===== src/rtl/seq_counter.sv =====
// Free-running sequence counter: binary, Gray, Johnson or one-hot ring, selected by MODE.
// Illegal Johnson/ring states fall back to the reset value on the next edge.
module seq_counter #(
  parameter int unsigned WIDTH = 4,
  parameter int unsigned MODE  = 0
) (
  input  logic             CLK,
  input  logic             RESET,
  output logic [WIDTH-1:0] Q
);

  localparam int unsigned W = WIDTH;
  localparam logic [W-1:0] ONE     = W'(1);
  localparam logic [W-1:0] ZERO    = W'(0);
  localparam logic [W-1:0] RST_VAL = (MODE == 3) ? ONE : ZERO;

  // Declaration initialisers keep Q defined before the first reset edge.
  logic [W-1:0] q_r = RST_VAL;
  logic [W-1:0] b_r = ZERO;
  logic [W-1:0] q_nxt;
  logic [W-1:0] b_nxt;
  logic [W-1:0] q_inv;
  logic         johnson_ok;
  logic         ring_ok;

  // Legal Johnson states are ones filled from bit 0 or from the MSB.
  always_comb begin
    q_inv      = ~q_r;
    johnson_ok = ((q_r & W'(q_r + ONE)) == ZERO) ||
                 ((q_inv & W'(q_inv + ONE)) == ZERO);
    ring_ok    = (q_r != ZERO) && ((q_r & W'(q_r - ONE)) == ZERO);
  end

  // Next-state selection per sequence.
  always_comb begin
    b_nxt = W'(b_r + ONE);
    q_nxt = W'(q_r + ONE);
    case (MODE)
      1: q_nxt = b_nxt ^ (b_nxt >> 1);
      2: q_nxt = johnson_ok ? {q_r[W-2:0], ~q_r[W-1]} : ZERO;
      3: q_nxt = ring_ok ? {q_r[W-2:0], q_r[W-1]} : ONE;
      default: q_nxt = W'(q_r + ONE);
    endcase
  end

  always_ff @(posedge CLK) begin
    if (!RESET) begin
      q_r <= RST_VAL;
      b_r <= ZERO;
    end else begin
      q_r <= q_nxt;
      b_r <= b_nxt;
    end
  end

  assign Q = q_r;

endmodule


===== config.mk =====
export PLATFORM = sky130hd
export DESIGN_NAME = seq_counter
export DESIGN_NICKNAME = d
export VERILOG_FILES = /design/src/rtl/seq_counter.sv
export SDC_FILE = /design/constraint.sdc
export NUM_CORES = 1
export LEC_CHECK = 0
export ABC_AREA = 1
export CAP_MARGIN = 20
export CORE_AREA = 2 2 39 41
export CTS_BUF_LIST = sky130_fd_sc_hd__clkbuf_4
export DETAILED_ROUTE_END_ITERATION = 12
export DIE_AREA = 0 0 41 43
export PLACE_DENSITY = 0.32
export SLEW_MARGIN = 20
export SYNTH_ARGS = -nofsm -noshare
export SYNTH_HDL_FRONTEND = slang
export SYNTH_SLANG_ARGS = --single-unit

===== constraint.sdc =====
create_clock -name CLK -period 1.1 [get_ports CLK]
set_input_delay 0.33 -clock CLK [delete_from_list [all_inputs] [get_ports CLK]]
set_output_delay 0.33 -clock CLK [all_outputs]
set_load 0.03 [all_outputs]

# --- Word-level counts from Yosys, hierarchy flattened ---
# Index checks and enable logic that the tools add are counted.
word_totals:
  regBits: 4
  in_bits: 2
  output_inout_bits: 4
  word_cells: 2
classes:
  n_addsub: 1
op_table:
  columns: ["op", "n"]
  rows:
  - ["$add A4 B1 Y4 const B", 1]

# --- Depth between registers and ports, before layout ---
depth:
  word_depth: 1
  ltp_mapped: 4
  depth_no_buf: 4

# --- Worst setup path after synthesis ---
# Ideal clock, no wire load.
synth_path:
  path_kind: "reg2reg"
  startpoint: "reg q_r[0], in the netlist Q[0]"
  endpoint: "reg q_r[2], in the netlist Q[2]"
  t_arrival_ps: 904
  required_ps: 985
  path_slack_ps: 81
  path_stages_with_launch: 4
  n_path_buf: 0
  path_cell_list: "dfxtp_1 > ha_1 > xnor2_1 > nor2_1"
synth_between:
  elab_chain_len: 1
synth_lines:
  columns: ["element", "line", "source"]
  rows:
  - ["start: declaration", "18", "logic [W-1:0] q_r = RST_VAL;"]
  - ["start signal: assignment", "51", "q_r <= q_nxt;"]
  - ["$add A4 B1 Y4", "42", "default: q_nxt = W'(q_r + ONE);"]
# Every way passes these cells.
# A chain may end at the register's enable or synchronous reset.

# --- Final worst setup path ---
layout_path:
  startpoint: "reg q_r[0], in the netlist Q[0]"
  endpoint: "out Q[0]"
layout_lines:
  columns: ["element", "line", "source"]
  rows:
  - ["end: declaration", "9", "output logic [WIDTH-1:0] Q"]
# No word-level cell between the ends.

==> results_dict.tcl <==
set metrics [dict create \
    run_status "complete, no violations" \
    path_max_fanout 4 \
    grt_pass1_wl_microns 448 \
    ctsHoldBuffers 0 \
    drive_above_1_share 0.440 \
    cts_tree "built" \
    grt_max_degree 5 \
    grt_usage 0.0472 \
    ys_warn_count 0 \
    initial_core_util 0.108 \
    core_region_area_sq_um 1380 \
    synth_area_sq_um 149 \
    wl_per_cell_microns 6.73 \
    cp-start-kind "flop" \
    ys_ff_latch 4 \
    gr-total-overflow 0 \
    power.density_nw_per_um2 1620 \
    largest_reg_flops 4 \
    ant_nets 0 \
    worstSkewPairLatency_ps 230 \
    cp-end-kind "primary output" \
    internal-power_mw 0.306 \
    synthesis.nets 20 \
    p_seq_frac 0.421 \
    drv_cap 0 \
    synth-seq-area-share 0.538 \
    cts_buffer_depth 2 \
    ir_drop_uv 329 \
    hp-class "reg2reg" \
    cts_max_level 1 \
    timing.final.crit_period_ps 1050 \
    io_pins 6 \
    drc 0 \
    clkTransAtPathRegs_ps 30 \
    timing.fmax_mhz 955 \
    leakagePower_nw 0.118 \
    cp_top_family "flip-flops" \
    slowest_delay_ps 350 \
    die_x_microns 41 \
    cts_made_buffers 3 \
    cp_slowest_cell "dfxtp_2" \
    p_sw_mw 0.0937 \
    swShare 0.234 \
    synthTopCellsByArea "dfxtp_1, nor2_1, ha_1" \
    drt_pre_antenna_iters 1 \
    syn-instance-count 17 \
    crit_arrival_ps 720 \
    tightest_slew_ps 118 \
    slew_headroom 0.920 \
    fin_setup_tns_ps 0 \
    yosysUniqueCellTypes 7 \
    grt_pass1_vias 115 \
    rsz0062_at_grt "no" \
    synth-main-ff-cell "dfxtp_1" \
    io_buffers 5 \
    synth_top_cell_by_area "dfxtp_1" \
    synthArstFlopShare 0 \
    dr.first_iter.drc_count 0 \
    final_nets 30 \
    hold_violations 0 \
    gp_congestion 0.553 \
    yosys-top-cells-count "dfxtp_1, nor2_1, inv_1, nand2_1" \
    clkSinkCount 4 \
    synth_edf_count 0 \
    setup_viol 0 \
    cp_cell_sequence "buf_6" \
    rows 14 \
    synth.top_cell.area_share 0.538 \
    insertedDiodeCount 0 \
    finalCritPeriodShare 0.952 \
    r2r_slack_ps 260 \
    fin_skew_ps 2.57 \
    clockRootBuffer "clkbuf_4" \
    crit_buf_inv 1 \
    fp.dieH_microns 43 \
    dieArea_sq_um 1760 \
    comb_power_share 0.144 \
    avgSynthCellArea_sq_um 8.76 \
    antenna_found_initial 0 \
    path_class "reg2out" \
    drt_wl_total_microns 276 \
    fin_total_pwr_mw 0.400 \
    drv_slew 0 \
    p_clk_frac 0.435 \
    via_per_inst 3.05 \
    cp.required_ps 770 \
    synthToLayoutAreaGrowth_pct 65.5 \
    vias 125 \
]
## repair_timing
item / 4_1_cts / 5_1_grt
setup endpoints to repair: 3 / 1
gates resized for setup: 5 / 1
setup buffers: 0 / 0
## area by class of cell
class                      instances  area, sq um
clock buffer                       3         22.5
multi-input combinational         10         57.6
tap                               16         20.0
sequential                         4         83.8
timing repair buffer               5         51.3
inverter                           3         11.3
fill                             161         1140
## worst paths after layout
path               end  cells past startpoint  startpoint
hold / removal    Q[0]                      1        Q[0]
setup / recovery  Q[0]                      1        Q[0]
setup reg to reg  Q[2]                      3        Q[0]
hold reg to reg   Q[0]                      1        Q[0]
## power by group through the flow
stage	registers, mW	clock network, mW	logic (mW)
6_report	0.168	0.174	0.0577
5_1_grt	0.170	0.203	0.0634
2_1_floorplan	0.185	0	0.0131
3_3_place_gp	0.167	0	0.0529
3_5_place_dp	0.167	0	0.0533
4_1_cts	0.168	0.188	0.0587
## kinds of logic (layout without fill, tap and decap cells)
family | Yosys count | in the layout | synth area share
adders and majority gates | 1 | 1 | 0.0840
buffers and inverters | 3 | 11 | 0.0756
DFF | 4 | 4 | 0.538
xor gates and xnor gates | 1 | 1 | 0.0588
and+or+nand+nor | 8 | 8 | 0.244
## layer usage
metal,share of wire,vias to the layer above,track usage
met5,0,-,0
met4,0,0,0.0600
met3,0.12,0,0.0471
met2,0.47,5,0.0531
met1,0.41,52,0.0386
li1,-,68,-
## cells in the final DEF, fill, tap and decap left out, drive strengths merged
master / instances
nor2: 4
dfxtp: 4
buf: 4
nand2: 3
inv: 3
clkbuf: 3
xnor2: 1
nand3: 1
ha: 1
clkdlybuf4s50: 1
## per-stage QoR
stage	instances	instance area [sq um]	hold WS [ps]	util	worst slack (ps)
floorplan	17	149	428	-	80.9
global placement	38	209	453	0.151	27.0
detailed placement	38	209	470	0.151	2.17
CTS	41	245	451	0.177	1.14
global route	41	246	477	0.178	8.76
finish	41	246	448	0.178	52.6
Note: power is estimated with default switching activity, not from simulation.
